**config.mk**
```make
export PLATFORM = sky130hd
export DESIGN_NAME = parking_gate_ctrl_flat
export DESIGN_NICKNAME = d
export VERILOG_FILES = /design/src/rtl/parking_gate_ctrl_if.sv /design/src/rtl/parking_gate_ctrl.sv /design/src/flat_wrapper.sv
export SDC_FILE = /design/constraint.sdc
export NUM_CORES = 1
export LEC_CHECK = 0
export CAP_MARGIN = 10
export CORE_ASPECT_RATIO = 0.75
export CORE_MARGIN = 8
export CORE_UTILIZATION = 48
export CTS_CLUSTER_DIAMETER = 50
export DETAILED_ROUTE_END_ITERATION = 16
export PLACE_DENSITY = 0.71
export SYNTH_ARGS = -nofsm -noshare
export SYNTH_HDL_FRONTEND = slang
export SYNTH_SLANG_ARGS = --single-unit
```
**constraint.sdc**
```tcl
create_clock -name clk -period 6.45 [get_ports clk]
set_clock_uncertainty 0.15 [all_clocks]
set_input_delay 1.29 -clock clk [delete_from_list [all_inputs] [get_ports clk]]
set_output_delay 1.29 -clock clk [all_outputs]
set_load 0.02 [all_outputs]
```
**src/rtl/parking_gate_ctrl_if.sv**
```systemverilog
// Signal bundle between the lot top level and the gate controller.
// The lot side drives sensors, the RFID tag and whitelist writes; the controller drives LEDs and status.
interface parking_gate_ctrl_if #(
   parameter int CNT_W = 4,
   parameter int TAG_W = 32,
   parameter int IDX_W = 2
);
   logic             sensor_entrance;
   logic             sensor_exit;
   logic [TAG_W-1:0] rfid_tag;
   logic             tag_wr_en;
   logic [IDX_W-1:0] tag_wr_idx;
   logic [TAG_W-1:0] tag_wr_data;
   logic             tag_wr_valid;
   logic             GREEN_LED;
   logic             RED_LED;
   logic [CNT_W-1:0] countcar;
   logic [2:0]       indicator;
   logic             full;
   logic [7:0]       denied_cnt;

   modport master (
      output sensor_entrance, sensor_exit, rfid_tag,
      output tag_wr_en, tag_wr_idx, tag_wr_data, tag_wr_valid,
      input  GREEN_LED, RED_LED, countcar, indicator, full, denied_cnt
   );

   modport slave (
      input  sensor_entrance, sensor_exit, rfid_tag,
      input  tag_wr_en, tag_wr_idx, tag_wr_data, tag_wr_valid,
      output GREEN_LED, RED_LED, countcar, indicator, full, denied_cnt
   );
endinterface

```
**src/rtl/parking_gate_ctrl.sv**
```systemverilog
// Single-lane parking gate controller: RFID whitelist, capacity limit, timed gate hold,
// one-deep queuing of entrance/exit events and a saturating refusal counter.
module parking_gate_ctrl #(
   parameter int                 CAPACITY    = 8,
   parameter int                 CNT_W       = 4,
   parameter int                 TAG_W       = 32,
   parameter int                 NUM_TAGS    = 4,
   parameter int                 IDX_W       = 2,
   parameter logic [TAG_W-1:0]   RESET_TAG   = 32'h12345678,
   parameter int                 HOLD_CYCLES = 4
) (
   input  logic                 clk,
   input  logic                 reset_n,
   parking_gate_ctrl_if.slave   bus
);

   typedef enum logic [2:0] {IDLE, CHECK, OPEN_IN, OPEN_OUT, DENY} state_e;
   typedef enum logic [1:0] {R_BAD_TAG, R_FULL, R_UNDERFLOW} reason_e;

   localparam int               HOLD_W    = (HOLD_CYCLES > 1) ? $clog2(HOLD_CYCLES) : 1;
   localparam logic [HOLD_W-1:0] HOLD_LAST = HOLD_W'(HOLD_CYCLES - 1);
   localparam logic [CNT_W-1:0]  CAP       = CNT_W'(CAPACITY);

   state_e              state_q, state_d;
   reason_e             reason_q, reason_d;
   logic [HOLD_W-1:0]   hold_q, hold_d;
   logic [CNT_W-1:0]    count_q, count_d;
   logic [7:0]          denied_q, denied_d;
   logic                entSamp_q, entPrev_q, extSamp_q, extPrev_q;
   logic                entPend_q, entPend_d, extPend_q, extPend_d;
   logic [TAG_W-1:0]    tag_q [NUM_TAGS];
   logic [NUM_TAGS-1:0] valid_q;
   logic                tagMatch;
   logic                entService, extService, denyEnter;
   logic                entEvent, extEvent;

   // Events come from two registered samples, so an edge is seen one cycle after it is sampled.
   always_ff @(posedge clk or negedge reset_n) begin
      if (!reset_n) begin
         entSamp_q <= 1'b0;
         entPrev_q <= 1'b0;
         extSamp_q <= 1'b0;
         extPrev_q <= 1'b0;
         entPend_q <= 1'b0;
         extPend_q <= 1'b0;
      end else begin
         entSamp_q <= bus.sensor_entrance;
         entPrev_q <= entSamp_q;
         extSamp_q <= bus.sensor_exit;
         extPrev_q <= extSamp_q;
         entPend_q <= entPend_d;
         extPend_q <= extPend_d;
      end
   end

   assign entEvent  = entSamp_q & ~entPrev_q;
   assign extEvent  = extSamp_q & ~extPrev_q;
   assign entPend_d = entPend_q ? ~entService : entEvent;
   assign extPend_d = extPend_q ? ~extService : extEvent;

   always_ff @(posedge clk or negedge reset_n) begin
      if (!reset_n) begin
         for (int i = 0; i < NUM_TAGS; i++) begin
            tag_q[i] <= (i == 0) ? RESET_TAG : '0;
         end
         valid_q <= NUM_TAGS'(1);
      end else if (bus.tag_wr_en && (int'(bus.tag_wr_idx) < NUM_TAGS)) begin
         tag_q[bus.tag_wr_idx]   <= bus.tag_wr_data;
         valid_q[bus.tag_wr_idx] <= bus.tag_wr_valid;
      end
   end

   // Lookup reads the registered whitelist, so a same-cycle write is not yet visible.
   always_comb begin
      tagMatch = 1'b0;
      for (int i = 0; i < NUM_TAGS; i++) begin
         if (valid_q[i] && (tag_q[i] == bus.rfid_tag)) begin
            tagMatch = 1'b1;
         end
      end
   end

   always_ff @(posedge clk or negedge reset_n) begin
      if (!reset_n) begin
         state_q  <= IDLE;
         reason_q <= R_BAD_TAG;
         hold_q   <= '0;
         count_q  <= '0;
         denied_q <= '0;
      end else begin
         state_q  <= state_d;
         reason_q <= reason_d;
         hold_q   <= hold_d;
         count_q  <= count_d;
         denied_q <= denied_d;
      end
   end

   // An exit with an empty lot is refused straight from IDLE so the green LED never flickers.
   always_comb begin
      state_d    = state_q;
      reason_d   = reason_q;
      hold_d     = hold_q;
      count_d    = count_q;
      denyEnter  = 1'b0;
      entService = 1'b0;
      extService = 1'b0;
      case (state_q)
         IDLE: begin
            if (extPend_q) begin
               extService = 1'b1;
               hold_d     = HOLD_LAST;
               if (count_q == '0) begin
                  state_d   = DENY;
                  reason_d  = R_UNDERFLOW;
                  denyEnter = 1'b1;
               end else begin
                  state_d = OPEN_OUT;
                  count_d = count_q - CNT_W'(1);
               end
            end else if (entPend_q) begin
               entService = 1'b1;
               state_d    = CHECK;
            end
         end
         CHECK: begin
            hold_d = HOLD_LAST;
            if (tagMatch && (count_q < CAP)) begin
               state_d = OPEN_IN;
               count_d = count_q + CNT_W'(1);
            end else begin
               state_d   = DENY;
               reason_d  = tagMatch ? R_FULL : R_BAD_TAG;
               denyEnter = 1'b1;
            end
         end
         OPEN_IN, OPEN_OUT, DENY: begin
            if (hold_q == '0) begin
               state_d = IDLE;
            end else begin
               hold_d = hold_q - HOLD_W'(1);
            end
         end
         default: state_d = IDLE;
      endcase
      denied_d = (denyEnter && (denied_q != 8'hFF)) ? denied_q + 8'd1 : denied_q;
   end

   always_comb begin
      bus.GREEN_LED  = (state_q == OPEN_IN) || (state_q == OPEN_OUT);
      bus.RED_LED    = (state_q == DENY);
      bus.countcar   = count_q;
      bus.full       = (count_q == CAP);
      bus.denied_cnt = denied_q;
      case (state_q)
         IDLE:     bus.indicator = 3'd0;
         CHECK:    bus.indicator = 3'd1;
         OPEN_IN:  bus.indicator = 3'd2;
         OPEN_OUT: bus.indicator = 3'd3;
         DENY: begin
            case (reason_q)
               R_FULL:      bus.indicator = 3'd5;
               R_UNDERFLOW: bus.indicator = 3'd6;
               default:     bus.indicator = 3'd4;
            endcase
         end
         default:  bus.indicator = 3'd7;
      endcase
   end

endmodule
```
**src/flat_wrapper.sv**
```systemverilog
// flat-port wrapper written by rule: the top's interface ports become plain ports
module parking_gate_ctrl_flat 
#(
   parameter int                 CAPACITY    = 8,
   parameter int                 CNT_W       = 4,
   parameter int                 TAG_W       = 32,
   parameter int                 NUM_TAGS    = 4,
   parameter int                 IDX_W       = 2,
   parameter logic [TAG_W-1:0]   RESET_TAG   = 32'h12345678,
   parameter int                 HOLD_CYCLES = 4
)
  (clk, reset_n, bus_sensor_entrance, bus_sensor_exit, bus_rfid_tag, bus_tag_wr_en, bus_tag_wr_idx, bus_tag_wr_data, bus_tag_wr_valid, bus_GREEN_LED, bus_RED_LED, bus_countcar, bus_indicator, bus_full, bus_denied_cnt);
  parking_gate_ctrl_if #(.CNT_W(CNT_W), .TAG_W(TAG_W), .IDX_W(IDX_W)) bus_i ();
  input  logic clk;
  input  logic reset_n;
  input wire logic [$bits(bus_i.sensor_entrance)-1:0] bus_sensor_entrance;
  input wire logic [$bits(bus_i.sensor_exit)-1:0] bus_sensor_exit;
  input wire logic [$bits(bus_i.rfid_tag)-1:0] bus_rfid_tag;
  input wire logic [$bits(bus_i.tag_wr_en)-1:0] bus_tag_wr_en;
  input wire logic [$bits(bus_i.tag_wr_idx)-1:0] bus_tag_wr_idx;
  input wire logic [$bits(bus_i.tag_wr_data)-1:0] bus_tag_wr_data;
  input wire logic [$bits(bus_i.tag_wr_valid)-1:0] bus_tag_wr_valid;
  output wire logic [$bits(bus_i.GREEN_LED)-1:0] bus_GREEN_LED;
  output wire logic [$bits(bus_i.RED_LED)-1:0] bus_RED_LED;
  output wire logic [$bits(bus_i.countcar)-1:0] bus_countcar;
  output wire logic [$bits(bus_i.indicator)-1:0] bus_indicator;
  output wire logic [$bits(bus_i.full)-1:0] bus_full;
  output wire logic [$bits(bus_i.denied_cnt)-1:0] bus_denied_cnt;
  assign bus_i.sensor_entrance = bus_sensor_entrance;
  assign bus_i.sensor_exit = bus_sensor_exit;
  assign bus_i.rfid_tag = bus_rfid_tag;
  assign bus_i.tag_wr_en = bus_tag_wr_en;
  assign bus_i.tag_wr_idx = bus_tag_wr_idx;
  assign bus_i.tag_wr_data = bus_tag_wr_data;
  assign bus_i.tag_wr_valid = bus_tag_wr_valid;
  assign bus_GREEN_LED = bus_i.GREEN_LED;
  assign bus_RED_LED = bus_i.RED_LED;
  assign bus_countcar = bus_i.countcar;
  assign bus_indicator = bus_i.indicator;
  assign bus_full = bus_i.full;
  assign bus_denied_cnt = bus_i.denied_cnt;
  parking_gate_ctrl #(.CAPACITY(CAPACITY), .CNT_W(CNT_W), .TAG_W(TAG_W), .NUM_TAGS(NUM_TAGS), .IDX_W(IDX_W), .RESET_TAG(RESET_TAG), .HOLD_CYCLES(HOLD_CYCLES)) u_core (.clk(clk), .reset_n(reset_n), .bus(bus_i));
endmodule
```
==> impl_metrics.ini, run 1 <==
[yosys]
ys_types = 40
synth_edf_count = 0
ys_seq_elements = 157
syn_nets = 672
synth.yosys.seq_area_share_pct = 51.17
yosys_warnings = 0
synthCells = 595
synth_ff_type = dfrtp_1
avgSynthCellArea_um2 = 12.96
async_flop_share_pct = 100.0
syn_area_um2 = 7712

[setup_path]
max_stage_delay_ns = 0.55
crit_path_max_fanout = 8
path_class = in2reg
required_ns = 6.62
crit_arrival_ns = 3.88
worstPathCellList = clkdlybuf4s50_1, xor2_1, nor4_1, and3_1, nand3_1, a41oi_4, o21ai_4, nand2_4, mux2_4
crit_path_end_kind = flip-flop
slowest_stage = nor4_1
startpoint_type = input port

[floorplanning]
dieArea_um2 = 20420
row_count = 40
io_pins = 90
initial_utilization_pct = 48.61
core_area_um2 = 15870
die_x_um = 162.4
die_y_um = 125.8

[sta]
slew_violations = 0
layout_setup_ws_ns = 2.740
rsz0062_at_grt = no
worst_pin_slew_ns = 0.8468
fin_crit_sh_pct = 57.52
fmax_ghz = 0.2695
hold_viol_final = 0
slew_headroom_pct = 43.55
setup_tns_ns = 0
fin_crit_ns = 3.710
setup_viol = 0

[pwr]
seq_power_share_pct = 41.5
clock_power_share_pct = 30.7
worst_ir_drop_vdd_mv = 0.1901
p_leak_nw = 3.698
p_switching_w = 0.001016
p_int_w = 0.002338
power_per_cell_area_nw_per_um2 = 359.7
switching_share_pct = 30.29
power_frac_comb_pct = 27.8
power_w = 0.003353

[job]
max_cap_violations = 0

[layout]
num-fill-cells = 1270
final_common_cell = dfrtp_1
syn_to_final_growth_pct = 20.90
utilization_pct = 58.77
drive_gt1_share_pct = 28.18
diodes = 0
final_cell_mix = dfrtp_1, mux2_2, xnor2_1
fin_cells = 895
finalNetCount = 749

[clock_network]
cts_htree_levels = 4
clkLatencyLatePin_ns = 0.43
cts_made_buffers = 17
cts_resized = 0
postCtsSetupBuffers = 0
ctsHoldBuffers = 0
cts_tree = done
clockBufferDepth = 2
cts.sinks = 157
clkTransAtPathRegs_ns = 0.06
root_buffer = clkbuf_16

[routing]
drtAntennaViolNets = 0
detail_route.first_pass.iterations = 4
vias = 4815
routed_wl_mm = 18.73
drc = 0
avgRoutedWirePerCell_um = 20.92
drt_iter0_drc = 310
routed_via_density = 5.380

[placement]
dp_hpwl_mm = 13.54
pre_cts_slack_ns = 2.344
gp_congestion = 0.8240
place.port_buffers = 89
dp_cells = 863

[global_route]
grt_max_degree = 92
grt_pass1_vias = 5130
grt_overflow = 0
grt_pass1_wl_mm = 30.01
grtUsageTotal_pct = 19.27
grt_antenna_before_repair = 0

[hold_path]
hold_path.class = reg2reg

[status]
outcome = complete, no violations
-- metal layers --
layer  global-route usage (%)  wire length (µm)  part of all wire [%]  up-vias
li1                         -                 -                     -     2221
met5                        0                 0                     0        -
met3                    6.738              1176                   6.3       13
met1                    27.23              9125                    49     2457
met4                    4.291               143                  0.76        0
met2                    27.82              8281                    44      124
-- cell families after synthesis --
family                   synth area share, %
XOR/XNOR                               15.87
buffers and inverters                  2.904
multiplexers                           19.79
AND/OR/NAND/NOR                        6.830
AO/OA/AOI/OAI                          2.531
adder cells (fa/ha/maj)               0.9085
flip-flops                             51.17
-- state kept, by name (all words and copies together) (netlist names) --
register / flops
u_core.bus.countcar: 4
u_core.bus.denied_cnt: 8
u_core.entPend_q: 1
u_core.entPrev_q: 1
u_core.entSamp_q: 1
u_core.extPend_q: 1
u_core.extPrev_q: 1
u_core.extSamp_q: 1
u_core.hold_q: 2
u_core.reason_q: 2
u_core.state_q: 3
u_core.tag_q: 128
u_core.valid_q: 4
-- power by group through the flow --
stage                     sequential [W]  combinational (W)  clock, W
after floorplan                  0.00138           0.000608         0
after global placement           0.00139           0.000902         0
after detailed placement         0.00140           0.000929         0
after CTS                        0.00139           0.000939   0.00105
after global routing             0.00142            0.00102   0.00110
final                            0.00139           0.000932   0.00103
-- cell type report --
| type | instances | area (µm²) | area share [%] |
|---|---|---|---|
| timing repair buffer | 94 | 929.6 | 9.970 |
| tap | 210 | 262.8 | 2.818 |
| clock buffer | 21 | 470.5 | 5.046 |
| sequential | 157 | 3946 | 42.32 |
| clock inverter | 11 | 141.4 | 1.516 |
| inverter | 7 | 26.28 | 0.2818 |
| multi-input combinational | 395 | 3547 | 38.04 |
-- through the flow --
step | hold slack (ns) | cell area [µm²]
after floorplan | 0.2046 | 7712
after detailed placement | 0.2227 | 8712
final | 0.2325 | 9324
after global placement | 0.2145 | 8712
after global routing | 0.2487 | 9324
after CTS | 0.2362 | 9324
-- synthesized netlist by cell type (3+ instances only) --
master,instances,area [µm²]
a21o_1,4,30.03
dfrtp_1,143,3578
and2_1,3,18.77
nor3_1,7,35.03
nor2_1,7,26.28
ha_1,4,50.05
a21oi_1,6,30.03
xnor2_1,120,1051
o21ai_0,9,45.04
inv_1,7,26.28
and3_1,6,37.54
nand3_1,14,70.07
clkbuf_1,16,60.06
mux2_2,132,1486
xor2_1,16,140.1
buf_2,13,65.06
nor4_1,10,62.56
nand4_1,27,168.9
nand2_1,6,22.52
buf_6,6,67.56
dfstp_2,14,367.9
-- worst max-delay path, delay by kind of cell --
family	cells	cell delay (ns)
AND/OR/NAND/NOR	4	1.03
buffers and inverters	1	0.52
AO/OA/AOI/OAI	2	0.52
multiplexers	1	0.30
XOR/XNOR	1	0.23
-- worst paths after layout --
| path | startpoint | end | slack [ns] | depth (start not counted) |
|---|---|---|---|---|
| max in group asynchronous | reset_n | u_core.tag_q[47] | 4.01 | 2 |
| max reg2reg | u_core.tag_q[103] | u_core.bus.denied_cnt[1] | 3.81 | 8 |
| max | bus_rfid_tag[7] | u_core.bus.denied_cnt[1] | 2.74 | 9 |
| min reg2reg | u_core.extSamp_q | u_core.extPrev_q | 0.23 | 0 |
| min | u_core.extSamp_q | u_core.extPrev_q | 0.23 | 0 |
| min in group asynchronous | reset_n | u_core.tag_q[70] | 0.78 | 1 |
Note: power is estimated with default switching activity, not from simulation.
==> inputs of run 2 (changes only) <==
clock period = 3.6 ns   (was 6.45 ns; I/O delays follow)
==> impl_metrics.ini, run 2 (same netlist as run 1, synthesis figures left out) <==
[status]
outcome = complete, no violations

[routing]
drt_iter0_drc = 340
detail_route.first_pass.iterations = 4
vias = 4901
routed_wl_mm = 19.15
routed_via_density = 5.421
drc = 0
avgRoutedWirePerCell_um = 21.18
drtAntennaViolNets = 0

[placement]
place.port_buffers = 89
gp_congestion = 0.8792
dp_hpwl_mm = 13.98

[pwr]
clock_power_share_pct = 29.7
seq_power_share_pct = 41.9
power_frac_comb_pct = 28.4
p_switching_w = 0.001832
worst_ir_drop_vdd_mv = 0.3415
switching_share_pct = 30.79
p_leak_nw = 3.717
p_int_w = 0.004117
power_per_cell_area_nw_per_um2 = 634.0

[sta]
rsz0062_at_grt = no
slew_violations = 0
worst_pin_slew_ns = 0.8302
fin_crit_ns = 3.175
fmax_ghz = 0.3150
hold_viol_final = 0
setup_tns_ns = 0
slew_headroom_pct = 44.66
whs_ns = 0.2272
fin_crit_sh_pct = 88.19
setup_viol = 0

[layout]
top_register = u_core.tag_q
finalNetCount = 758
final_common_cell = dfrtp_1
diodes = 0
num-fill-cells = 1221
largest_reg_flops = 128
drive_gt1_share_pct = 28.96
syn_to_final_growth_pct = 21.66
multi_input_area_um2 = 3547
final_cell_mix = dfrtp_1, mux2_2, xnor2_1
regArea_um2 = 3946

[floorplanning]
dieArea_um2 = 20420
core_area_um2 = 15870
row_count = 40
io_pins = 90
die_y_um = 125.8
initial_utilization_pct = 48.61
die_x_um = 162.4

[clock_network]
ctsHoldBuffers = 0
cts.sinks = 157
clockBufferDepth = 2
cts_tree = done
root_buffer = clkbuf_16
postCtsSetupBuffers = 0
clkLatencyLatePin_ns = 0.42
cts_resized = 0
cts_htree_levels = 4
cts_made_buffers = 17
clkTransAtPathRegs_ns = 0.06

[setup_path]
startpoint_type = input port
crit_path_end_kind = flip-flop
worstPathCellList = clkdlybuf4s50_1, xnor2_1, nand4_1, nor4_1, nand3_1, a41oi_4, o21ai_4, nand2_4, mux2_4
slowest_stage = clkdlybuf4s50_1
max_stage_delay_ns = 0.56
crit_arrival_ns = 3.33
cp.buffers_inverters = 1
cp_top_family = simple AND/OR/NAND/NOR gates
crit_path_max_fanout = 4
required_ns = 3.76
path_class = in2reg

[global_route]
grt_antenna_before_repair = 0
grt_pass1_wl_mm = 30.69
grt_max_degree = 90
grtUsageTotal_pct = 19.69
grt_pass1_vias = 5419
grt_overflow = 0

[job]
max_cap_violations = 0

[hold_path]
hold_path.class = in2async
[run 2: path summary, 6_finish.rpt]
check | start | to | slack [ns] | cells after the start
worst max register to register | u_core.tag_q[108] | u_core.bus.denied_cnt[1] | 0.93 | 8
max in group asynchronous | reset_n | u_core.tag_q[108] | 2.16 | 2
min in group clk | u_core.entSamp_q | u_core.entPrev_q | 0.23 | 0
worst max-delay path | bus_rfid_tag[18] | u_core.bus.denied_cnt[1] | 0.43 | 9
worst min-delay path | reset_n | u_core.tag_q[68] | 0.23 | 1
worst min register to register | u_core.entSamp_q | u_core.entPrev_q | 0.23 | 0
[run 2: power by group through the flow]
stage | clock [W] | combinational (W) | sequential, W
final | 0.00176 | 0.00169 | 0.00250
after CTS | 0.00179 | 0.00170 | 0.00249
after detailed placement | 0 | 0.00169 | 0.00252
after global routing | 0.00187 | 0.00184 | 0.00255
after global placement | 0 | 0.00164 | 0.00249
after floorplan | 0 | 0.00109 | 0.00248
[run 2: metrics by stage]
stage	power, W	utilization, %	instance area (µm²)	std cells	setup slack, ns
global placement	0.004138	55.50	8805	872	0.06475
global route	0.006252	59.14	9383	904	0.3454
floorplan	0.003567	-	7712	595	1.038
detailed placement	0.004209	55.50	8805	872	0.06466
finish	0.005948	59.14	9383	904	0.4253
CTS	0.005989	59.14	9383	904	0.4957
[run 2: layout make-up]
cell class / instances / area share [%]
Sequential cell: 157 / 42.06
Multi-Input combinational cell: 395 / 37.81
Timing Repair Buffer: 103 / 10.89
Clock buffer: 21 / 4.907
Tap cell: 210 / 2.800
Clock inverter: 11 / 1.254
Inverter: 7 / 0.2800
[run 2: layer usage]
layer  vias to the layer above  GRT usage (%)  routed length (µm)  share of wire, %
met3                        20          7.617                1318               6.9
met2                       122          29.10                8567                45
li1                       2235              -                   -                 -
met1                      2524          26.52                9077                47
met5                         -              0                   0                 0
met4                         0          5.160                 182              0.95
==> inputs of run 3 (changes only) <==
CORE_ASPECT_RATIO = default   (was 0.75)
==> impl_metrics.ini, run 3 (same netlist as run 1, synthesis figures left out) <==
[setup_path]
reg2reg_slack_ns = 0.90
required_ns = 3.76
crit_arrival_ns = 3.36
cp_top_family = simple AND/OR/NAND/NOR gates
crit_path_max_fanout = 8
slowest_stage = nor4_1
crit_path_end_kind = flip-flop
path_class = in2reg
worstPathCellList = clkdlybuf4s50_1, xor2_1, nor4_1, and3_1, nand3_1, a41oi_4, o21ai_4, nand2_4, mux2_4
max_stage_delay_ns = 0.57
startpoint_type = input port
cp.buffers_inverters = 1

[clock_network]
root_buffer = clkbuf_16
ctsHoldBuffers = 0
cts_htree_levels = 4
cts.sinks = 157
clkLatencyLatePin_ns = 0.43
postCtsSetupBuffers = 0
cts_made_buffers = 17
clockBufferDepth = 2
cts_resized = 0
clkTransAtPathRegs_ns = 0.06
cts_tree = done

[layout]
regArea_um2 = 3946
drive_gt1_share_pct = 28.20
largest_reg_flops = 128
top_register = u_core.tag_q
final_area_um2 = 9366
final_cell_mix = dfrtp_1, mux2_2, xnor2_1
syn_to_final_growth_pct = 21.45
num-fill-cells = 1257
utilization_pct = 59.39
final_common_cell = dfrtp_1
finalNetCount = 752
multi_input_area_um2 = 3547
diodes = 0

[sta]
fmax_ghz = 0.3131
rsz0062_at_grt = no
slew_violations = 0
fin_crit_ns = 3.194
setup_viol = 0
layout_setup_ws_ns = 0.4059
slew_headroom_pct = 49.82
worst_pin_slew_ns = 0.7526
setup_tns_ns = 0
hold_viol_final = 0
fin_crit_sh_pct = 88.73

[global_route]
grtUsageTotal_pct = 19.74
grt_pass1_vias = 5303
grt_antenna_before_repair = 0
grt_pass1_wl_mm = 30.09
grt_overflow = 0
grt_max_degree = 81

[floorplanning]
die_y_um = 142.8
die_x_um = 142.8
core_area_um2 = 15770
initial_utilization_pct = 48.91
io_pins = 90
dieArea_um2 = 20380
row_count = 46

[placement]
place.port_buffers = 89
pre_cts_slack_ns = 0.02986
gp_congestion = 0.9025
place_area_um2 = 8767
dp_hpwl_mm = 13.66

[status]
outcome = complete, no violations

[hold_path]
hold_path.class = in2async

[pwr]
p_leak_nw = 3.717
power_w = 0.005991
worst_ir_drop_vdd_mv = 0.3994
power_per_cell_area_nw_per_um2 = 639.7

[routing]
drc = 0
drtAntennaViolNets = 0
vias = 4884
drt_iter0_drc = 316
avgRoutedWirePerCell_um = 21.02
routed_via_density = 5.403
detail_route.first_pass.iterations = 4
routed_wl_mm = 19.00

[job]
max_cap_violations = 0
[run 3: changes by cell type in the layout (fill, tap and decap cells not counted)]
cell        before  now
buf_4           12    6
clkbuf_1         2    3
clkbuf_8         2    6
clkinvlp_4       5    0
[run 3: cell type report]
type | count | share of cell area (%)
repair buffers | 97 | 10.43
multi-input cells | 395 | 37.87
well taps | 216 | 2.885
clock buffers | 26 | 5.544
inverters | 7 | 0.2805
clock inverters | 6 | 0.8549
flip-flops and latches | 157 | 42.13
[run 3: final timing paths]
path,start,to,depth (start not counted)
setup / recovery,bus_rfid_tag[7],u_core.bus.denied_cnt[1],9
hold reg to reg,u_core.entSamp_q,u_core.entPrev_q,0
min in group clk,u_core.entSamp_q,u_core.entPrev_q,0
hold / removal,reset_n,u_core.tag_q[53],1
max in group asynchronous,reset_n,u_core.tag_q[99],2
setup reg to reg,u_core.tag_q[103],u_core.bus.denied_cnt[1],8
[run 3: layer usage]
metal	wire length (µm)	vias up	share of wire [%]	track usage, %
met1	8691	2518	46	26.71
met5	0	-	0	0
met2	9062	123	48	30.71
li1	-	2225	-	-
met3	1031	18	5.4	4.708
met4	211	0	1.1	6.096
[run 3: report_power, final]
| group | internal, W | switching [W] | total, W |
|---|---|---|---|
| combinational | 0.000878 | 0.000797 | 0.00168 |
| clock | 0.00113 | 0.000687 | 0.00181 |
| sequential | 0.00217 | 0.000330 | 0.00250 |
| total | 0.00418 | 0.00181 | 0.00599 |
[run 3: through the flow]
step           std cells  hold slack (ns)
6_report             904           0.1974
5_1_grt              904           0.2465
4_1_cts              904           0.2255
3_5_place_dp         872           0.2205
3_3_place_gp         872           0.2168
2_1_floorplan        595           0.2046
==> patch: new RTL, config.mk and constraints of run 2 <==
`CNT_W` is set to 4 in 3 places; all go to 3.
--- a/src/rtl/parking_gate_ctrl_if.sv
+++ b/src/rtl/parking_gate_ctrl_if.sv
@@ -3,3 +3,3 @@
 interface parking_gate_ctrl_if #(
-   parameter int CNT_W = 4,
+   parameter int CNT_W = 3,
    parameter int TAG_W = 32,
--- a/src/rtl/parking_gate_ctrl.sv
+++ b/src/rtl/parking_gate_ctrl.sv
@@ -4,3 +4,3 @@
    parameter int                 CAPACITY    = 8,
-   parameter int                 CNT_W       = 4,
+   parameter int                 CNT_W       = 3,
    parameter int                 TAG_W       = 32,
--- a/src/flat_wrapper.sv
+++ b/src/flat_wrapper.sv
@@ -4,3 +4,3 @@
    parameter int                 CAPACITY    = 8,
-   parameter int                 CNT_W       = 4,
+   parameter int                 CNT_W       = 3,
    parameter int                 TAG_W       = 32,
Ports: changed (resized bus_countcar); port bits go from 90 to 89. The function was not compared with the original's and may differ.
==> patch against run 2 <==
Sequential share of layout area increased by 0.63 points. Cell count shrank 2.5%. Area after synthesis down 3.2%. Total power is 7.0% lower. Setup slack better by 0.33 ns. Die area down 2.8%. Synthesized cell count fell by 4.9%. Routed wire length is 2.5% lower. First-iteration DRC count down 4.4%. Final area is 2.1% lower. Sequential cell count decreased by 1. Critical path type is now register to output port. Critical endpoint is now bus_full.
==> patch: results (changes against run 2) <==
| Metric | Value |
|---|---|
| Final GP Congestion | 0.897 (+2.0%) |
| DR vias | 4822 (-1.6%) |
| Max stage delay on crit path | 0.65 ns (+0.09 ns) |
| Gate Count Post-Synth | 566 (-4.9%) |
| IO buf count | 88 (-1.1%) |
| Placed Cells | 849 (-2.6%) |
| Leakage | 3.88 nW (+4.4%) |
| DP HPWL | 13.5 mm (-3.3%) |
| First-pass GRT wire length | 29.4 mm (-4.3%) |
| Initial DRT Pass Iterations | 5 (+1) |
| IR drop worst, VDD | 332 uV (-2.9%) |
| Drt first-iter violations | 325 (-4.4%) |
| Max Clock Freq | 352 MHz (+12%) |
| Internal Power | 3.93 mW (-4.6%) |
| Layout filler cell count | 1226 (+0.41%) |
| Slew @ Worst Pin | 0.677 ns (-0.153 ns) |
| Antenna Cells | 0 (unchanged) |
| Status | completed |
| Sequential share of the synthesized area | 52.5% (+1.4 points) |
| Worst reg-to-reg setup slack | 1.40 ns (+0.47 ns) |
| Synth cell count leaders | dfrtp_1 (142), mux2_2 (133), xor2_1 (124) |
| Share of cells above drive strength 1 | 28.6% (-0.41 points) |
| Vias per cell | 5.47 (+0.96%) |
| Clock share of power | 32.9% (+3.2 points) |
| Crit path DAT | 1.97 ns (-1.36 ns) |
| Crit path max-delay family | buffers and inverters |
| Vias in the first global route | 5176 (-4.5%) |
| Top post-synthesis cells by area | dfrtp_1 (48%), mux2_2 (20%), xor2_1 (15%) |
| Pre-CTS setup slack | 0.701 ns (+0.636 ns) |
| Routed WL per cell | 21.2 microns (about the same) |
| Count of cell types in the netlist | 42 (+5.0%) |
| Post-layout nets | 739 (-2.5%) |
| Synthesized net count | 642 (-4.5%) |
| Largest Register | u_core.tag_q |
| Pin count of the biggest net entering global routing | 69 (-23%) |
| Max reg flops | 128 (unchanged) |
| GRT Overall Usage | 19.7% (-0.023 points) |
| Root Buffer | clkbuf_16 |
## patch: through the flow
step	area (sq um)	util (%)	power (mW)	hold WS (ns)
6_report	9190	60.3	5.53	0.0996
5_1_grt	9190	60.3	5.81	0.125
4_1_cts	9190	60.3	5.57	0.112
3_5_place_dp	8590	56.4	3.74	0.224
3_3_place_gp	8590	56.4	3.68	0.216
2_1_floorplan	7470	-	3.19	0.205
## patch: layout make-up
class / instances / area share [%]
sequential: 156 / 42.7
multi-input combinational: 382 / 37.3
timing repair buffer: 94 / 10.2
clock buffer: 24 / 5.24
tap: 205 / 2.79
clock inverter: 8 / 1.25
inverter: 12 / 0.490
## patch: layer usage
| layer | track usage [%] | share of wire, % | vias up |
|---|---|---|---|
| li1 | - | - | 2172 |
| met3 | 4.72 | 5.6 | 23 |
| met5 | 0 | 0 | - |
| met4 | 7.22 | 1.4 | 0 |
| met2 | 29.9 | 45 | 131 |
| met1 | 27.2 | 48 | 2496 |
## patch: cell families after synthesis
family | Yosys count | synth area share, %
buffers and inverters | 28 | 1.66
AO/OA/AOI/OAI | 26 | 2.36
multiplexers | 134 | 20.2
adder cells (fa/ha/maj) | 4 | 0.670
XOR/XNOR | 135 | 15.8
flip-flops | 156 | 52.5
AND/OR/NAND/NOR | 83 | 6.75
## patch: power groups by stage
stage	logic (mW)	clock network, mW	registers [mW]
CTS	1.29	1.85	2.43
detailed placement	1.29	0	2.45
global placement	1.25	0	2.43
finish	1.29	1.82	2.43
global route	1.39	1.94	2.47
floorplan	0.796	0	2.39
## patch: final timing paths
kind,start,end,cells past startpoint
max,u_core.bus.countcar[0],bus_full,4
min,reset_n,u_core.bus.countcar[0],1
max reg2reg,u_core.bus.countcar[0],u_core.bus.denied_cnt[7],8
min reg2reg,u_core.extSamp_q,u_core.extPrev_q,0
max in group asynchronous,reset_n,u_core.tag_q[101],2
min in group clk,u_core.extSamp_q,u_core.extPrev_q,0
